$ cat config.mk
export PLATFORM = sky130hd
export DESIGN_NAME = hamming_write_encoder
export DESIGN_NICKNAME = d
export VERILOG_FILES = /design/src/rtl/hamming_write_encoder.sv
export SDC_FILE = /design/constraint.sdc
export NUM_CORES = 1
export LEC_CHECK = 0
export ABC_AREA = 1
export BUFFER_PORTS_ARGS = -buffer_cell sky130_fd_sc_hd__buf_4
export CORE_MARGIN = 1
export CORE_UTILIZATION = 23
export DETAILED_ROUTE_END_ITERATION = 7
export GPL_TIMING_DRIVEN = 0
export SLEW_MARGIN = 20
export SYNTH_ARGS = -nofsm -noshare
export SYNTH_HDL_FRONTEND = slang
export SYNTH_SLANG_ARGS = --single-unit
$ cat constraint.sdc
create_clock -name clk -period 2.4 [get_ports clk]
set_input_delay 0.24 -clock clk [delete_from_list [all_inputs] [get_ports clk]]
set_output_delay 0.24 -clock clk [all_outputs]
set_load 0.1 [all_outputs]
$ cat src/rtl/hamming_write_encoder.sv
// hamming_write_encoder
//   Write-side Hamming(12,8) SEC encoder feeding the memory write port.
//   Request handshake (in_*) -> combinational encode -> output register with a
//   one-entry skid register behind it, giving full throughput and keeping
//   out_* stable while the memory stalls.
//   Optional feature macro: ERR_INJECT_EN adds inj_en/inj_pos, which invert
//   one codeword bit of an accepted word (for exercising the decoder's SEC).
module hamming_write_encoder #(
    parameter int ADDR_WIDTH = 4,
    parameter int CNT_WIDTH  = 16
) (
    input  logic                  clk,
    input  logic                  rst,
    input  logic                  in_valid,
    output logic                  in_ready,
    input  logic [ADDR_WIDTH-1:0] in_addr,
    input  logic [7:0]            in_data,
`ifdef ERR_INJECT_EN
    input  logic                  inj_en,
    input  logic [3:0]            inj_pos,
`endif
    output logic                  out_valid,
    input  logic                  out_ready,
    output logic [ADDR_WIDTH-1:0] out_addr,
    output logic [11:0]           out_code,
    output logic [CNT_WIDTH-1:0]  enc_count
);

    // Codeword layout (index = Hamming position - 1):
    //   c0=p1 c1=p2 c2=d0 c3=p4 c4=d1 c5=d2 c6=d3 c7=p8 c8..c11=d4..d7
    function automatic logic [11:0] hamming_encode(input logic [7:0] d);
        logic [11:0] c;
        c     = '0;
        c[0]  = d[0] ^ d[1] ^ d[3] ^ d[4] ^ d[6];
        c[1]  = d[0] ^ d[2] ^ d[3] ^ d[5] ^ d[6];
        c[2]  = d[0];
        c[3]  = d[1] ^ d[2] ^ d[3] ^ d[7];
        c[4]  = d[1];
        c[5]  = d[2];
        c[6]  = d[3];
        c[7]  = d[4] ^ d[5] ^ d[6] ^ d[7];
        c[8]  = d[4];
        c[9]  = d[5];
        c[10] = d[6];
        c[11] = d[7];
        return c;
    endfunction

    // Output register
    logic                  out_valid_q, out_valid_d;
    logic [ADDR_WIDTH-1:0] out_addr_q,  out_addr_d;
    logic [11:0]           out_code_q,  out_code_d;

    // Skid register
    logic                  skid_valid_q, skid_valid_d;
    logic [ADDR_WIDTH-1:0] skid_addr_q,  skid_addr_d;
    logic [11:0]           skid_code_q,  skid_code_d;

    // Handed-off word counter
    logic [CNT_WIDTH-1:0]  enc_count_q, enc_count_d;

    logic [11:0] inj_mask;
    logic [11:0] enc_code;
    logic        accept;
    logic        send;
    logic        out_load;

`ifdef ERR_INJECT_EN
    // One-hot flip mask for positions 1..12; other positions leave the word clean
    always_comb begin
        inj_mask = '0;
        if (inj_en && (inj_pos >= 4'd1) && (inj_pos <= 4'd12)) begin
            inj_mask[inj_pos - 4'd1] = 1'b1;
        end
    end
`else
    assign inj_mask = '0;
`endif

    assign enc_code = hamming_encode(in_data) ^ inj_mask;

    // Skid occupancy alone decides readiness; reset forces it low so nothing
    // can complete a handshake during the reset cycle.
    assign in_ready = ~skid_valid_q & ~rst;

    assign accept   = in_valid & in_ready;
    assign send     = out_valid_q & out_ready;
    assign out_load = ~out_valid_q | out_ready;

    // Next-state for output/skid registers and the counter
    always_comb begin
        out_valid_d  = out_valid_q;
        out_addr_d   = out_addr_q;
        out_code_d   = out_code_q;
        skid_valid_d = skid_valid_q;
        skid_addr_d  = skid_addr_q;
        skid_code_d  = skid_code_q;
        enc_count_d  = enc_count_q + {{(CNT_WIDTH-1){1'b0}}, send};

        if (out_load) begin
            if (skid_valid_q) begin
                // in_ready is low whenever the skid is full, so no accept here
                out_valid_d  = 1'b1;
                out_addr_d   = skid_addr_q;
                out_code_d   = skid_code_q;
                skid_valid_d = 1'b0;
            end else if (accept) begin
                out_valid_d  = 1'b1;
                out_addr_d   = in_addr;
                out_code_d   = enc_code;
            end else begin
                out_valid_d  = 1'b0;
            end
        end else if (accept) begin
            // Output is held by the consumer: park the new word in the skid
            skid_valid_d = 1'b1;
            skid_addr_d  = in_addr;
            skid_code_d  = enc_code;
        end
    end

    // State registers with synchronous reset
    always_ff @(posedge clk) begin
        if (rst) begin
            out_valid_q  <= 1'b0;
            out_addr_q   <= '0;
            out_code_q   <= '0;
            skid_valid_q <= 1'b0;
            skid_addr_q  <= '0;
            skid_code_q  <= '0;
            enc_count_q  <= '0;
        end else begin
            out_valid_q  <= out_valid_d;
            out_addr_q   <= out_addr_d;
            out_code_q   <= out_code_d;
            skid_valid_q <= skid_valid_d;
            skid_addr_q  <= skid_addr_d;
            skid_code_q  <= skid_code_d;
            enc_count_q  <= enc_count_d;
        end
    end

    assign out_valid = out_valid_q;
    assign out_addr  = out_addr_q;
    assign out_code  = out_code_q;
    assign enc_count = enc_count_q;

endmodule

==> Word level (Yosys, flattened, before mapping) <==
Index checks and enable logic that the tools add are counted.
{ "totals": {"in_bits": 16, "elab_cells": 40, "out_inout_bits": 34, "register_bits": 50} }
{ "classes": {"reduce_logical": 4, "addsub": 1, "muxes": 6, "bitwise": 22} }
{ "ops": {"columns": ["op", "n"], "rows": [
  ["two-way mux 12 bit", 2],
  ["adder 16 x 1 -> 16 bit", 1],
  ["bitwise XOR 1 bit", 14],
  ["two-way mux 4 bit", 2],
  ["NOT 1 bit", 4],
  ["AND reduction 2 bit", 2],
  ["AND 1 bit", 3],
  ["two-way mux 1 bit", 2],
  ["nonzero test 2 bit", 1],
  ["OR reduction 2 bit", 1],
  ["bitwise OR 1 bit", 1]
]} }

==> Depth between registers and ports, before layout <==
Gate-level depths: netlist of run 1.
{ "logic_depth": {"ltp_word": 6, "depth_mapped": 11, "mapped_depth_nobuf": 11} }

==> Worst setup path after synthesis of run 1 <==
OpenSTA, ideal clock, no wires.
{ "synth_path": {"path_kind": "flip-flop to flip-flop", "start": "reg out_valid_q, in the netlist out_valid", "end": "reg enc_count_q[10], in the netlist enc_count[10]", "setup_slack_ps": 97, "path_stages_with_launch": 10, "setup_ps": 114, "arrival_ps": 2189, "n_path_buf": 0, "path_cell_list": "dfxtp_1 > nand2_1 > inv_1 > ha_1 > ha_1 > nand2_1 > nor3_1 > nand3_1 > nor2_1 > nor2_1"} }
{ "synth_between": {"elab_chain_cells": 2} }
{ "synth_lines": {"columns": ["element", "line_no", "source"], "rows": [
  ["start, declared", "50", "logic out_valid_q, out_valid_d;"],
  ["start signal, assigned", "133", "out_valid_q <= out_valid_d;"],
  ["AND 1 bit", "87", "assign send = out_valid_q & out_ready;"],
  ["adder 16 x 1 -> 16 bit", "98", "enc_count_d = enc_count_q + {{(CNT_WIDTH-1){1'b0}}, send};"],
  ["end signal, assigned", "139", "enc_count_q <= enc_count_d;"],
  ["end, declared", "60", "logic [CNT_WIDTH-1:0] enc_count_q, enc_count_d;"]
]} }
Every way passes these cells.
A chain may end at the register's enable or synchronous reset.

==> Final worst setup path of run 1 <==
Same ends and word-level chain as after synthesis.

==> results of run 1 <==
## report_power, final
part	switching (mW)	internal, mW	leakage, nW
Combinational	0.279	0.0953	0.855
Clock	0.308	0.238	0.0478
Sequential	0.0175	0.857	0.407
## worst paths after layout
kind	start	endpoint	cells past startpoint	slack, ns
worst max-delay path	out_valid$_SDFFE_PP0P_	enc_count[10]$_SDFF_PP0_	10	0.60
worst min-delay path	in_addr[1]	skid_addr_q[1]$_SDFFE_PP0P_	3	0.20
worst max register to register	out_valid$_SDFFE_PP0P_	enc_count[10]$_SDFF_PP0_	10	0.60
worst min register to register	skid_addr_q[1]$_SDFFE_PP0P_	skid_addr_q[1]$_SDFFE_PP0P_	2	0.49
## cells by family after synthesis
group	synth area share
adder cells (fa/ha/maj)	0.0164
buffers and inverters	0.0776
AND/OR/NAND/NOR	0.288
XOR/XNOR	0.0268
AO/OA/AOI/OAI	0.154
flip-flops	0.437
## state kept, by name, summed over array words and instances, names as in the netlist
register,flops
skid_code_q,12
enc_count,16
skid_addr_q,4
skid_valid_q,1
out_valid,1
out_code,12
out_addr,4
## routing by layer
layer  wire length, um  global-route usage  vias to the layer above
met3               354              0.0304                        5
met4                44              0.0301                        0
met1              2870               0.156                      969
met5                 0                   0                        -
met2              2740               0.203                       53
li1                  -                   -                     1136
## layout by cell type, fill, tap and decap left out, types with 5 or more instances in the layout
cell type,instances
nand2_1,65
nor2_1,53
buf_4,50
dfxtp_1,50
o21ai_0,29
inv_1,25
a21oi_1,20
nand3_1,20
nor3_1,9
o211a_1,7
clkbuf_1,6
clkbuf_8,6
xnor2_1,5
## stage by stage
| step | total power, mW | hold slack (ns) |
|---|---|---|
| after global placement | 1.27 | 0.463 |
| final | 1.79 | 0.204 |
| after detailed placement | 1.27 | 0.475 |
| after global routing | 1.87 | 0.221 |
| after CTS | 1.81 | 0.201 |
| after floorplan | 1.17 | 0.355 |
## layout make-up
cell class / count / area, sq um / share of cell area
sequential: 50 / 1000 / 0.343
timing repair buffer: 49 / 368 / 0.126
tap: 133 / 166 / 0.0570
clock buffer: 6 / 82.6 / 0.0283
multi-input combinational: 226 / 1110 / 0.380
clock inverter: 2 / 16.3 / 0.00557
buffer: 11 / 68.8 / 0.0236
inverter: 29 / 109 / 0.0373
## worst max-delay path, cell delays in order, from the launching register on
cell and delay (ns):
dfxtp_1 0.43, nand2_1 0.08, inv_1 0.08, ha_1 0.17
ha_1 0.18, nand2_1 0.14, nor3_1 0.28, nand3_1 0.15
nand2_1 0.08, nand2_1 0.04, nor2_1 0.09
==> impl_metrics.csv, run 1 <==
group,metric,value,unit
run_status,status,"completed",
yosys,synth_cell_types,26,
grt,grt_pass1_wl,9890,um
final_layout,stdcell_count,506,
drt,viasPerCell,4.27,
yosys,synth-async-reset-ratio,0,
final_layout,fin_area,2920,sq um
timing,finalSetupTns,0,ns
worst_setup_path,cp.required,2.64,ns
grt,antenna_found_initial,0,
timing,fin_skew,0.0143,ns
final_layout,synthToLayoutAreaGrowth,27.7,%
final_layout,fin_nets,391,
placement,dp.cells,498,
floorplan,initial_core_util,0.235,
power,irDropWorstVdd,0.239,mV
clock_network,cts.hold.buffers_added,0,
drt,drt_iter0_drc,127,
worst_setup_path,crit_type,"reg2reg",
power,cellLeakagePower,1.31,nW
yosys,synth_top_cell_by_area,"dfxtp_1",
worst_setup_path,cp_max_fo,5,
drt,dr.pass1.iters,4,
timing,min_period,1.80,ns
yosys,synth_top_area_frac,0.437,
floorplan,ios,50,
timing,rsz0062_at_grt,"false",
grt,overflow,0,
run,cap_viol_max_count,0,
floorplan,die_w,102,um
clock_network,cts_sinks,50,
clock_network,cts.path.max_buffers,2,
timing,hold_viol_final,0,
yosys,synth-edff-count,0,
worst_setup_path,arrival,2.05,ns
worst_hold_path,hp-class,"in2reg",
drt,routed-via-count,2163,
clock_network,cts.htree.levels,2,
final_layout,post-route-util,0.300,
yosys,synthCells,316,
yosys,yosysMostFrequentCell,"nand2_1",
timing,clock.fmax,0.555,GHz
timing,finalSetupViolCount,0,
floorplan,dieHeight,102,um
placement,pre_cts_ws,0.635,ns
floorplan,num_rows,36,
clock_network,insertion_delay,0.31,ns
worst_setup_path,cp-start-kind,"flop",
placement,portBuffers,49,
placement,place_area,2820,sq um
final_layout,nFillCells,1094,
clock_network,cts_resized,0,
yosys,ys.flop_type,"dfxtp_1",
yosys,yosysWarningCount,0,
clock_network,cts_tree,"built",
final_layout,n_antenna_cell,0,
grt,grt_start_max_net_pins,17,
clock_network,post_cts_buffers,0,
grt,track_usage,0.121,
drt,wl,6010,um
placement,place.gp.congestion,0.789,
clock_network,clk_pin_slew_worst_paths,0.11,ns
yosys,syn_area,2290,sq um
grt,first_global_vias,2040,
floorplan,die_area,10400,sq um
timing,max_slew_margin,0.605,
clock_network,cts-root-buf,"clkbuf_8",
power,power.density,614,nW/um^2
yosys,ys_seq_elements,50,
floorplan,core,9730,sq um
yosys,avgSynthCellArea,7.24,sq um
timing,fin_ws,0.597,ns
clock_network,cts_made_buffers,5,
worst_setup_path,end_kind,"flop",
yosys,ys_top_cells_by_area,"dfxtp_1 44%, nand2_1 11%, nor2_1 8.7%",
timing,worst_pin_slew,0.593,ns
drt,drc,0,
timing,fin_crit_sh,0.751,
drt,ant_nets,0,
yosys,synthTopCellsByCount,"65 x nand2_1, 53 x nor2_1, 50 x dfxtp_1, 29 x o21ai_0, 25 x inv_1",
yosys,syn_nets,335,
yosys,ys_seq_area_frac,0.437,
drt,wl_per_cell,11.9,um
timing,maxSlewViolCount,0,
final_layout,drive_gt1_frac,0.188,
placement,hpwl,4520,um
No activity file was read; power rests on OpenSTA's default activity.
==> run 2: changes to the inputs <==
--- a/config.mk
+++ b/config.mk
@@ -5,7 +5,7 @@
 export SDC_FILE = /design/constraint.sdc
 export NUM_CORES = 1
 export LEC_CHECK = 0
-export ABC_AREA = 1
+export ABC_AREA = 0
 export BUFFER_PORTS_ARGS = -buffer_cell sky130_fd_sc_hd__buf_4
 export CORE_MARGIN = 1
 export CORE_UTILIZATION = 23
==> constraint.sdc (replaced) <==
create_clock -name clk -period 1.9 [get_ports clk]
set_input_delay 0.19 -clock clk [delete_from_list [all_inputs] [get_ports clk]]
set_output_delay 0.19 -clock clk [all_outputs]
set_load 0.1 [all_outputs]
==> run 2 against run 1 <==
Against the previous run:
- maximum frequency increased by 8.9%
- total power rose by 32%
- critical path type unchanged
- register-to-register slack got worse by 0.35 ns
- final cell count fell by 18%
- via count decreased by 16%
- highest routed layer unchanged
- wire length decreased by 15%
- area after synthesis down 4.9%
==> impl_metrics.csv, run 2 <==
group,metric,value,unit
clock_network,cts.path.max_buffers,2,
worst_setup_path,reg2reg_slack,0.24,ns
timing,rsz0062_at_grt,"false",
timing,hold_slack,0.141,ns
drt,dr.pass1.iters,4,
clock_network,cts_tree,"built",
yosys,synth_top_area_frac,0.460,
power,total_power,2.38,mW
clock_network,cts_made_buffers,5,
timing,fin_crit_sh,0.871,
grt,grt_start_max_net_pins,16,
yosys,synthCells,247,
worst_setup_path,cp_num_buf_inv,0,
yosys,ys_top_cells_by_area,"dfxtp_1 46%, nand2_1 6.9%, xnor2_1 6.0%",
grt,grt_pass1_wl,8600,um
final_layout,n_antenna_cell,0,
run,cap_viol_max_count,0,
clock_network,clk_pin_slew_worst_paths,0.09,ns
placement,dp.cells,407,
floorplan,num_rows,35,
drt,routed-via-count,1824,
power,power.density,841,nW/um^2
grt,first_global_vias,1774,
grt,gr-usage-met1,0.141,
clock_network,cts_sinks,50,
yosys,syn_nets,266,
yosys,synth_top_cell_by_area,"dfxtp_1",
final_layout,drive_gt1_frac,0.280,
yosys,synth-async-reset-ratio,0,
placement,portBuffers,49,
final_layout,stdcell_count,415,
floorplan,core,9200,sq um
worst_hold_path,hp-start,"in_addr[0]",
yosys,synth-edff-count,0,
worst_hold_path,holdPathEnd,"skid_addr_q[0]$_SDFFE_PP0P_",
grt,grt.busiest_layer,"met2",
drt,drc,0,
worst_setup_path,end_kind,"flop",
clock_network,cts.htree.levels,2,
clock_network,cts_resized,0,
floorplan,initial_core_util,0.237,
floorplan,die_area,9860,sq um
worst_setup_path,path_common_cell,"ha_1",
grt,overflow,0,
worst_setup_path,critPathLaunch,"out_valid$_SDFFE_PP0P_",
worst_setup_path,rr_startpoint,"out_valid$_SDFFE_PP0P_",
yosys,yosysWarningCount,0,
floorplan,die_w,99.3,um
worst_setup_path,cp.required,2.09,ns
clock_network,cts-root-buf,"clkbuf_8",
grt,use_met3,0.0288,
final_layout,final_cell_mix,"50 x buf_4, 40 x nand2_1, 38 x dfxtp_1",
worst_setup_path,cp-start-kind,"flop",
timing,maxSlewViolCount,0,
worst_setup_path,path_delay_family,"simple AND/OR/NAND/NOR gates",
drt,wl,5120,um
worst_setup_path,slowest_delay,0.36,ns
yosys,synthTopCellsByCount,"50 x dfxtp_1, 40 x nand2_1, 30 x nor2_1, 18 x a21oi_1, 15 x xnor2_1",
worst_setup_path,crit_type,"reg2reg",
timing,hold_viol_final,0,
drt,ant_nets,0,
run_status,status,"completed",
power,irDropWorstVdd,0.265,mV
clock_network,post_cts_buffers,0,
clock_network,insertion_delay,0.30,ns
worst_setup_path,cp_cell_sequence,"and2_1 -> ha_1 -> ha_1 -> nand2_1 -> nor4_2 -> xnor2_1 -> nor2_1",
yosys,ys_seq_area_frac,0.460,
yosys,syn_area,2180,sq um
floorplan,ios,50,
timing,finalSetupTns,0,ns
yosys,ys_seq_elements,50,
timing,finalSetupViolCount,0,
grt,use_met2,0.177,
drt,drt_iter0_drc,94,
worst_setup_path,timing.rr.end,"enc_count[14]$_SDFF_PP0_",
timing,min_period,1.66,ns
timing,clock.fmax,0.604,GHz
grt,antenna_found_initial,0,
worst_setup_path,ff2ff_path_depth,7,
final_layout,fin_nets,322,
floorplan,dieHeight,99.3,um
yosys,avgSynthCellArea,8.81,sq um
timing,fin_skew,0.0133,ns
timing,worst_pin_slew,0.501,ns
worst_hold_path,min_path_cells,3,
grt,track_usage,0.108,
drt,wl_per_cell,12.3,um
placement,hpwl,3980,um
timing,max_slew_margin,0.666,
worst_setup_path,cpMaxStageDelayCell,"dfxtp_4",
final_layout,synthToLayoutAreaGrowth,29.8,%
yosys,ys.flop_type,"dfxtp_1",
worst_setup_path,cp_max_fo,4,
worst_setup_path,cp.depth,7,
final_layout,largest_reg_flops,16,
power,cellLeakagePower,1.04,nW
yosys,yosysMostFrequentCell,"dfxtp_1",
final_layout,final_common_cell,"buf_4",
yosys,synth_cell_types,30,
clock_network,cts.hold.buffers_added,0,
worst_hold_path,hp-class,"in2reg",
worst_setup_path,arrival,1.84,ns
final_layout,nFillCells,969,
placement,place.gp.congestion,0.781,
drt,viasPerCell,4.40,
run 2: worst min-delay path: cells and delay by family:
kind | cells | cell delay [ns]
AO/OA/AOI/OAI | 1 | 0.05
buffers and inverters | 1 | 0.11
AND/OR/NAND/NOR | 1 | 0.05
run 2: metrics by stage:
step            util  setup slack, ns  instance area [sq um]
4_1_cts        0.307            0.204                   2830
2_1_floorplan      -           0.0507                   2200
5_1_grt        0.307           0.0780                   2830
3_3_place_gp   0.295            0.250                   2710
3_5_place_dp   0.295            0.218                   2710
6_report       0.307            0.245                   2830
run 2: logic make-up after synthesis:
| family | count (synthesis) | share of synthesized area |
|---|---|---|
| xor+xnor | 22 | 0.0948 |
| simple gates | 101 | 0.215 |
| mux | 12 | 0.0552 |
| buf+inv | 17 | 0.0356 |
| compound gates | 42 | 0.122 |
| fa+ha+maj | 3 | 0.0172 |
| flops | 50 | 0.460 |
run 2: per-layer routing:
metal / wire length (um) / up-vias
li1: - / 945
met3: 282 / 5
met2: 2410 / 41
met1: 2380 / 833
met4: 50 / 0
met5: 0 / -
run 2: how the worst max path moves through the flow:
stage | to | slack [ns]
after CTS | enc_count[14]$_SDFF_PP0_ | 0.20
after global routing | enc_count[14]$_SDFF_PP0_ | 0.08
final | enc_count[14]$_SDFF_PP0_ | 0.24
after global placement | enc_count[14]$_SDFF_PP0_ | 0.25
after detailed placement | enc_count[14]$_SDFF_PP0_ | 0.22
after floorplan | enc_count[14]$_SDFF_PP0_ | 0.05
run 2: cell type report:
class                   count  area (sq um)  share of cell area
multi-input cells         180          1110               0.391
flip-flops and latches     50          1020               0.360
repair buffers             49           368               0.130
well taps                 111           139              0.0492
clock buffers               7          86.3              0.0306
plain buffers              14          66.3              0.0235
clock inverters             1          30.0              0.0106
inverters                   3          11.3             0.00399
run 2: where the power goes:
group	switching (mW)	internal, mW
registers	0.0236	1.08
logic	0.364	0.130
clock network	0.344	0.430
total	0.732	1.64
==> run 3: changes to the inputs <==
--- a/config.mk
+++ b/config.mk
@@ -8,7 +8,7 @@
 export ABC_AREA = 0
 export BUFFER_PORTS_ARGS = -buffer_cell sky130_fd_sc_hd__buf_4
 export CORE_MARGIN = 1
-export CORE_UTILIZATION = 23
+export CORE_UTILIZATION = 40
 export DETAILED_ROUTE_END_ITERATION = 7
 export GPL_TIMING_DRIVEN = 0
 export SLEW_MARGIN = 20
==> run 3 against run 2 <==
Against the previous run:
- non-clock buffer count stayed put
- total power decreased by 3.1%
- first-iteration DRC count decreased by 2.1%
- final cell count fell by 9.9%
- global-route usage is 7.8 points higher
- setup slack worse by 0.034 ns
- final area decreased by 2.2%
- combinational power barely moved
- die area down 42%
- clock-buffer cell count did not move
- sequential power about the same
- largest cell class unchanged
- highest routed layer unchanged
==> impl_metrics.csv, run 3 (synthesis gave the netlist of run 2 again) <==
group,metric,value,unit
worst_setup_path,crit_type,"reg2reg",
worst_setup_path,end_kind,"flop",
grt,track_usage,0.186,
worst_setup_path,cp_num_buf_inv,0,
timing,fin_ws,0.211,ns
power,cellLeakagePower,1.04,nW
grt,overflow,0,
clock_network,cts.path.max_buffers,2,
worst_setup_path,arrival,1.87,ns
timing,max_slew_margin,0.607,
final_layout,final_common_cell,"buf_4",
floorplan,dieHeight,75.8,um
clock_network,post_cts_buffers,0,
final_layout,seq_area,1020,sq um
placement,pre_cts_ws,0.196,ns
timing,hold_slack,0.136,ns
final_layout,post-route-util,0.534,
drt,drc,0,
grt,grt_pass1_wl,8060,um
drt,wl,5000,um
clock_network,cts.htree.levels,2,
clock_network,cts_made_buffers,5,
floorplan,die_w,75.8,um
timing,hold_viol_final,0,
drt,drt_iter0_drc,92,
worst_setup_path,cp_cell_sequence,"and2_1 -> ha_1 -> ha_1 -> nand2_1 -> nor4_2 -> xnor2_1 -> nor2_1",
clock_network,insertion_delay,0.30,ns
worst_setup_path,cpMaxStageDelayCell,"dfxtp_4",
run_status,status,"completed",
clock_network,cts.hold.buffers_added,0,
worst_hold_path,hp-class,"in2reg",
final_layout,drive_gt1_frac,0.280,
placement,portBuffers,49,
final_layout,fin_nets,322,
final_layout,synthToLayoutAreaGrowth,26.9,%
drt,wl_per_cell,13.4,um
clock_network,cts-root-buf,"clkbuf_8",
grt,first_global_vias,1654,
grt,antenna_found_initial,0,
floorplan,core,5170,sq um
timing,min_period,1.69,ns
clock_network,cts_resized,0,
timing,rsz0062_at_grt,"false",
clock_network,cts_tree,"built",
power,power.density,833,nW/um^2
timing,maxSlewViolCount,0,
final_layout,nFillCells,520,
floorplan,initial_core_util,0.421,
final_layout,multi_input_area,1110,sq um
drt,routed-via-count,1868,
drt,viasPerCell,4.99,
worst_setup_path,cp-start-kind,"flop",
power,total_power,2.30,mW
timing,finalSetupViolCount,0,
final_layout,fin_area,2760,sq um
placement,dp.cells,366,
grt,grt_start_max_net_pins,16,
floorplan,num_rows,26,
drt,ant_nets,0,
floorplan,die_area,5740,sq um
final_layout,stdcell_count,374,
worst_setup_path,reg2reg_slack,0.21,ns
timing,fin_crit_sh,0.889,
timing,worst_pin_slew,0.590,ns
timing,finalSetupTns,0,ns
worst_setup_path,cp_max_fo,4,
final_layout,final_cell_mix,"50 x buf_4, 40 x nand2_1, 38 x dfxtp_1",
floorplan,ios,50,
worst_setup_path,slowest_delay,0.36,ns
drt,dr.pass1.iters,4,
placement,place.gp.congestion,0.788,
final_layout,n_antenna_cell,0,
power,irDropWorstVdd,0.418,mV
final_layout,largest_reg_flops,16,
timing,fin_skew,0.00706,ns
clock_network,cts_sinks,50,
timing,clock.fmax,0.592,GHz
clock_network,clk_pin_slew_worst_paths,0.10,ns
worst_setup_path,path_delay_family,"simple AND/OR/NAND/NOR gates",
run,cap_viol_max_count,0,
placement,hpwl,3700,um
placement,place_area,2660,sq um
worst_setup_path,path_common_cell,"ha_1",
worst_setup_path,cp.required,2.08,ns
## run 3: changes by cell type in the layout (fill, tap and decap cells not counted)
cell        change
clkbuf_8        -1
clkbuf_16       +1
clkinvlp_4      +1
bufinv_16       -1
## run 3: layer usage
layer | GRT usage | part of all wire | vias up
met5 | 0 | 0 | -
met4 | 0.0370 | 0.0054 | 0
met3 | 0.0370 | 0.033 | 4
met2 | 0.293 | 0.48 | 37
met1 | 0.263 | 0.48 | 880
li1 | - | - | 947
## run 3: worst paths after layout
kind              depth (start not counted)                        start                          end
setup / recovery                          7       out_valid$_SDFFE_PP0P_     enc_count[14]$_SDFF_PP0_
hold / removal                            3                   in_addr[1]  skid_addr_q[1]$_SDFFE_PP0P_
setup reg to reg                          7       out_valid$_SDFFE_PP0P_     enc_count[14]$_SDFF_PP0_
hold reg to reg                           2  skid_addr_q[3]$_SDFFE_PP0P_  skid_addr_q[3]$_SDFFE_PP0P_
## run 3: cell type report
type,count,area share
Sequential cell,50,0.369
Inverter,3,0.00408
Tap cell,70,0.0317
Multi-Input combinational cell,180,0.400
Clock buffer,7,0.0353
Timing Repair Buffer,49,0.133
Buffer,14,0.0240
Clock inverter,1,0.00272
## run 3: power breakdown
group	internal, mW	leakage (nW)	total, mW	switching [mW]
Clock	0.341	0.0496	0.701	0.360
Sequential	1.08	0.413	1.11	0.0224
Combinational	0.130	0.573	0.494	0.364
## run 3: worst register-to-register path, stage by stage, from the launching register on
cell,delay [ns]
dfxtp_4,0.36
and2_1,0.14
ha_1,0.18
ha_1,0.25
nand2_1,0.13
nor4_2,0.32
xnor2_1,0.15
nor2_1,0.05
